### src/rtl/bus_reg_slice.sv
// bus_reg_slice: fully registered request/response slice with a 2-entry
// skid buffer per direction. Breaks every combinational path between the
// upstream master and the downstream slave while sustaining 1 beat/cycle.
module bus_reg_slice #(
  parameter int ADDR_WIDTH = 32,
  parameter int DATA_WIDTH = 32,
  localparam int NUM_BYTES = DATA_WIDTH / 8
) (
  input  logic                  Clk,
  input  logic                  Reset,
  // upstream (master-facing) side
  input  logic [1:0]            s_MCmd,
  input  logic [ADDR_WIDTH-1:0] s_MAddr,
  input  logic [DATA_WIDTH-1:0] s_MData,
  input  logic [NUM_BYTES-1:0]  s_MByteEn,
  output logic                  s_SCmdAccept,
  output logic [1:0]            s_SResp,
  output logic [DATA_WIDTH-1:0] s_SData,
  input  logic                  s_MRespAccept,
  // downstream (slave-facing) side
  output logic [1:0]            m_MCmd,
  output logic [ADDR_WIDTH-1:0] m_MAddr,
  output logic [DATA_WIDTH-1:0] m_MData,
  output logic [NUM_BYTES-1:0]  m_MByteEn,
  input  logic                  m_SCmdAccept,
  input  logic [1:0]            m_SResp,
  input  logic [DATA_WIDTH-1:0] m_SData,
  output logic                  m_MRespAccept
);

  // Bus encodings: MCmd IDLE=0 (WR=1, RD=2); SResp NULL=0 (DVA=1).
  localparam logic [1:0] CMD_IDLE  = 2'd0;
  localparam logic [1:0] RESP_NULL = 2'd0;

  // Payloads are carried as flat vectors: {cmd, addr, data, byteen} and {resp, data}.
  localparam int REQ_W = 2 + ADDR_WIDTH + DATA_WIDTH + NUM_BYTES;
  localparam int RSP_W = 2 + DATA_WIDTH;

  typedef enum logic [1:0] {
    REQ_EMPTY = 2'd0,
    REQ_ONE   = 2'd1,
    REQ_TWO   = 2'd2
  } req_state_e;

  typedef enum logic [1:0] {
    RSP_EMPTY = 2'd0,
    RSP_ONE   = 2'd1,
    RSP_TWO   = 2'd2
  } rsp_state_e;

  req_state_e       req_state_q, req_state_d;
  logic [REQ_W-1:0] req_main_q, req_main_d;
  logic [REQ_W-1:0] req_skid_q, req_skid_d;
  logic [REQ_W-1:0] req_in_pl;
  logic             req_in, req_out;

  rsp_state_e       rsp_state_q, rsp_state_d;
  logic [RSP_W-1:0] rsp_main_q, rsp_main_d;
  logic [RSP_W-1:0] rsp_skid_q, rsp_skid_d;
  logic [RSP_W-1:0] rsp_in_pl;
  logic             rsp_in, rsp_out;

  assign req_in_pl = {s_MCmd, s_MAddr, s_MData, s_MByteEn};
  assign rsp_in_pl = {m_SResp, m_SData};

  // Handshakes use only registered accepts, so no input-to-output comb path exists.
  assign req_in  = (s_MCmd != CMD_IDLE) && s_SCmdAccept;
  assign req_out = (m_MCmd != CMD_IDLE) && m_SCmdAccept;
  assign rsp_in  = (m_SResp != RESP_NULL) && m_MRespAccept;
  assign rsp_out = (s_SResp != RESP_NULL) && s_MRespAccept;

  // Payload fields other than the command/response code come straight from the main register.
  assign m_MAddr   = req_main_q[REQ_W-3 -: ADDR_WIDTH];
  assign m_MData   = req_main_q[DATA_WIDTH+NUM_BYTES-1 -: DATA_WIDTH];
  assign m_MByteEn = req_main_q[NUM_BYTES-1:0];
  assign s_SData   = rsp_main_q[DATA_WIDTH-1:0];

  // Request-path state register, main and skid payload registers.
  always_ff @(posedge Clk or posedge Reset) begin
    if (Reset) begin
      req_state_q <= REQ_EMPTY;
      req_main_q  <= '0;
      req_skid_q  <= '0;
    end else begin
      req_state_q <= req_state_d;
      req_main_q  <= req_main_d;
      req_skid_q  <= req_skid_d;
    end
  end

  // Request-path next state: main feeds the slave, skid catches the one beat in flight during a stall.
  always_comb begin
    req_state_d = req_state_q;
    req_main_d  = req_main_q;
    req_skid_d  = req_skid_q;
    case (req_state_q)
      REQ_EMPTY: begin
        if (req_in) begin
          req_state_d = REQ_ONE;
          req_main_d  = req_in_pl;
        end
      end
      REQ_ONE: begin
        if (req_in && req_out) begin
          req_main_d = req_in_pl;
        end else if (req_in) begin
          req_state_d = REQ_TWO;
          req_skid_d  = req_in_pl;
        end else if (req_out) begin
          req_state_d = REQ_EMPTY;
        end
      end
      REQ_TWO: begin
        if (req_out) begin
          req_state_d = REQ_ONE;
          req_main_d  = req_skid_q;
        end
      end
      default: begin
        req_state_d = req_state_e'('x);
        req_main_d  = 'x;
        req_skid_d  = 'x;
      end
    endcase
  end

  // Request-path outputs decoded from the state register only.
  always_comb begin
    s_SCmdAccept = 1'b1;
    m_MCmd       = req_main_q[REQ_W-1 -: 2];
    case (req_state_q)
      REQ_EMPTY: m_MCmd = CMD_IDLE;
      REQ_ONE:   ;
      REQ_TWO:   s_SCmdAccept = 1'b0;
      default: begin
        s_SCmdAccept = 1'bx;
        m_MCmd       = 'x;
      end
    endcase
  end

  // Response-path state register, main and skid payload registers.
  always_ff @(posedge Clk or posedge Reset) begin
    if (Reset) begin
      rsp_state_q <= RSP_EMPTY;
      rsp_main_q  <= '0;
      rsp_skid_q  <= '0;
    end else begin
      rsp_state_q <= rsp_state_d;
      rsp_main_q  <= rsp_main_d;
      rsp_skid_q  <= rsp_skid_d;
    end
  end

  // Response-path next state: mirror of the request path in the opposite direction.
  always_comb begin
    rsp_state_d = rsp_state_q;
    rsp_main_d  = rsp_main_q;
    rsp_skid_d  = rsp_skid_q;
    case (rsp_state_q)
      RSP_EMPTY: begin
        if (rsp_in) begin
          rsp_state_d = RSP_ONE;
          rsp_main_d  = rsp_in_pl;
        end
      end
      RSP_ONE: begin
        if (rsp_in && rsp_out) begin
          rsp_main_d = rsp_in_pl;
        end else if (rsp_in) begin
          rsp_state_d = RSP_TWO;
          rsp_skid_d  = rsp_in_pl;
        end else if (rsp_out) begin
          rsp_state_d = RSP_EMPTY;
        end
      end
      RSP_TWO: begin
        if (rsp_out) begin
          rsp_state_d = RSP_ONE;
          rsp_main_d  = rsp_skid_q;
        end
      end
      default: begin
        rsp_state_d = rsp_state_e'('x);
        rsp_main_d  = 'x;
        rsp_skid_d  = 'x;
      end
    endcase
  end

  // Response-path outputs decoded from the state register only.
  always_comb begin
    m_MRespAccept = 1'b1;
    s_SResp       = rsp_main_q[RSP_W-1 -: 2];
    case (rsp_state_q)
      RSP_EMPTY: s_SResp = RESP_NULL;
      RSP_ONE:   ;
      RSP_TWO:   m_MRespAccept = 1'b0;
      default: begin
        m_MRespAccept = 1'bx;
        s_SResp       = 'x;
      end
    endcase
  end

endmodule

### config.mk
export PLATFORM = sky130hd
export DESIGN_NAME = bus_reg_slice
export DESIGN_NICKNAME = d
export VERILOG_FILES = /design/src/rtl/bus_reg_slice.sv
export SDC_FILE = /design/constraint.sdc
export NUM_CORES = 1
export LEC_CHECK = 0
export ABC_AREA = 1
export BUFFER_PORTS_ARGS = -buffer_cell sky130_fd_sc_hd__buf_4
export CAP_MARGIN = 25
export CELL_PAD_IN_SITES_DETAIL_PLACEMENT = 1
export CELL_PAD_IN_SITES_GLOBAL_PLACEMENT = 1
export CORE_MARGIN = 2
export CORE_UTILIZATION = 45
export CTS_CLUSTER_DIAMETER = 100
export DETAILED_ROUTE_END_ITERATION = 12
export PLACE_DENSITY = 0.94
export SYNTH_ARGS = -nofsm -noshare
export SYNTH_HDL_FRONTEND = slang
export SYNTH_SLANG_ARGS = --single-unit
### constraint.sdc
create_clock -name Clk -period 10.5 [get_ports Clk]
set_input_delay 1.575 -clock Clk [delete_from_list [all_inputs] [get_ports Clk]]
set_output_delay 1.575 -clock Clk [all_outputs]
set_load 0.005 [all_outputs]
==> flow_summary.ini <==
[sta]
period_share = 0.3347
setup_tns_ns = 0
rsz0062_at_grt = false
hold_violations = 0
fin_worst_skew_ns = 0.008895
tightest_slew_ns = 1.031
fmax_mhz = 284.5
max_slew_margin = 0.3128
drv_slew = 0
setup_violations = 0
period_needed_ns = 3.514

[floorplan]
coreArea_um2 = 22780
row_count = 55
start_util = 0.4606
die_x_um = 156.7
boundaryPins = 214
die_h_um = 156.7
dieArea_um2 = 24550

[setup_path]
r2r_start = req_state_q[0]
worstSetupStartpointType = input port
rr_worst_depth = 11
r2r_end = req_main_q[7]
crit_fanout = 86
crit_required_ns = 10.92
endpoint_kind = flip-flop
critPathArrivalTime_ns = 3.93
r2r_slack_ns = 7.09
path_class = in2reg

[clock_network]
clk_pin_slew_worst_paths_ns = 0.06
post_cts_resized = 0
cts_root_buf = clkbuf_16
ctsHoldBuffers = 0
clk_latency_ns = 0.51
cts_tree = built
cts_max_level = 1
cts_buffers = 25
cts_max_path_buffers = 3
cts.sinks = 212
postCtsSetupBuffers = 0

[hold_path]
holdPathEnd = req_skid_q[8]
hp-class = reg2reg
min_delay_path_depth = 2
min_from = req_skid_q[8]

[logic_synthesis]
yosysUniqueCellTypes = 27
yosysSeqAreaShare = 0.5057
synth_nets = 1299
synth_top_area_share = 0.5057
yosysTopAreaCell = dfrtp_1
syn_inst = 1183
netlist_top_cells_area = dfrtp_1 51%, nand2_1 11%, o21ai_0 9.1%
synth_compound_area_frac = 0.1790
synth_top_family_by_area = compound AO/OA/AOI/OAI gates
yosys_warnings = 0
yosys.area_share.simple = 0.1412
ys_ff_latch = 212
synth_mux_area_frac = 0.001908
netlist_area_um2 = 10490
synthXorXnorAreaFrac = 0
synth_fa_ha_area_frac = 0.009541
avgSynthCellArea_um2 = 8.868

[global_routing]
antenna_found_initial = 0
grt_overflow = 0
track_usage = 0.2222
grt_pass1_vias = 8706
grt_pass1_wl_mm = 44.26
grt_start_max_net_pins = 123

[pwr]
power_uw = 4267
ir_drop_uv = 198.3
leakagePower_uw = 0.006261
powerDensity_nw_per_um2 = 349.0

[flow_run]
drv_cap = 0

[placed_design]
hpwl_mm = 17.69
numPortBuffers = 213
gp_congestion = 0.8628

[status]
status = finished, final reports clean

[cells_and_area]
fillCellCount = 2648
antenna_cells = 0
drive_above_1_share = 0.3030
areaGrowthSynthToFinish_pct = 16.55
final_common_cell = nand2_1
layout.nets = 1383
mostFrequentLayoutCells = 298 x nand2_1, 218 x buf_4, 212 x dfrtp_1, 190 x o21ai_0, 115 x inv_1

[routing]
drt_wl_total_mm = 27.14
ant_nets = 0
via_per_inst = 5.019
first_pass_iters = 4
wl_per_cell_um = 16.99
drc = 0
vias = 8016
drtIter0Drc = 337
==> per-stage QoR <==
step	cells	worst slack, ns	utilization	cell area [um^2]	hold slack, ns
after global placement	1548	6.676	0.4957	11290	0.4567
final	1597	6.986	0.5368	12230	0.4828
after detailed placement	1550	6.516	0.4974	11330	0.4691
after CTS	1594	6.582	0.5335	12150	0.4833
after floorplan	1183	3.131	-	10490	0.4422
after global routing	1597	6.864	0.5368	12230	0.5029
==> report_power, final <==
group | total (uW) | switching, uW | internal (uW)
combinational | 1890 | 1150 | 736
clock | 865 | 337 | 528
sequential | 1520 | 261 | 1250
total | 4270 | 1750 | 2520
==> layout make-up <==
type                    instances  area, um^2  area share
flip-flops and latches        212        5305      0.4338
multi-input cells             685        3498      0.2861
repair buffers                223        1752      0.1433
clock buffers                  37       730.7     0.05976
inverters                     120       459.2     0.03755
well taps                     313       391.6     0.03203
clock inverters                 7       91.34    0.007470
==> synth_stat cells <==
library cell  number
a21oi_1            2
a21oi_2            1
buf_1              3
buf_12             4
buf_2             11
buf_4            104
buf_6             20
buf_8              1
clkbuf_1          21
clkbuf_2           2
dfrtp_1          212
ha_1               8
inv_1            116
inv_2              4
mux2i_1            2
nand2_1          298
nand2_2           45
nand3_1            7
nor2_1             7
nor3b_1            1
o21a_1             2
o21ai_0          190
o21ai_1           44
o21ai_2           75
o21ai_4            1
or2_1              1
or2_2              1
==> routing by layer <==
metal  global-route usage  up-vias  routed length, um
met5             0.008282        -                  0
met4              0.08519        0                988
met3              0.05206       68               1720
met2               0.3979      231              13870
met1               0.2571     3912              10560
li1                     -     3805                  -
==> how the worst max path moves through the flow <==
stage	from	endpoint	slack [ns]	depth (start not counted)
2_1_floorplan	Reset	req_main_q[0]	3.13	1
3_3_place_gp	Reset	req_main_q[51]	6.68	4
3_5_place_dp	s_MCmd[1]	req_main_q[3]	6.52	9
4_1_cts	rsp_state_q[0]	m_MRespAccept	6.58	4
5_1_grt	s_MCmd[1]	req_main_q[7]	6.86	9
6_report	s_MCmd[1]	req_main_q[7]	6.99	9
==> state kept, by name (all words and copies together) (netlist names) <==
| name | cells |
|---|---|
| rsp_skid_q | 34 |
| rsp_main_q | 34 |
| rsp_state_q | 2 |
| req_skid_q | 70 |
| req_main_q | 70 |
| req_state_q | 2 |
==> worst max-delay path: stages <==
cell	delay [ns]
buf_4	0.12
o21ai_2	0.24
nand2_1	0.10
nand2_2	0.11
inv_2	0.07
nand2_8	0.52
buf_4	0.79
nand2_1	0.19
o21ai_2	0.13
==> kinds of logic after synthesis <==
logic type / after synthesis
AO/OA/AOI/OAI: 315
adder cells (fa/ha/maj): 8
buffers and inverters: 286
flip-flops: 212
multiplexers: 2
AND/OR/NAND/NOR: 360
Power figures use the tool's default switching activity.
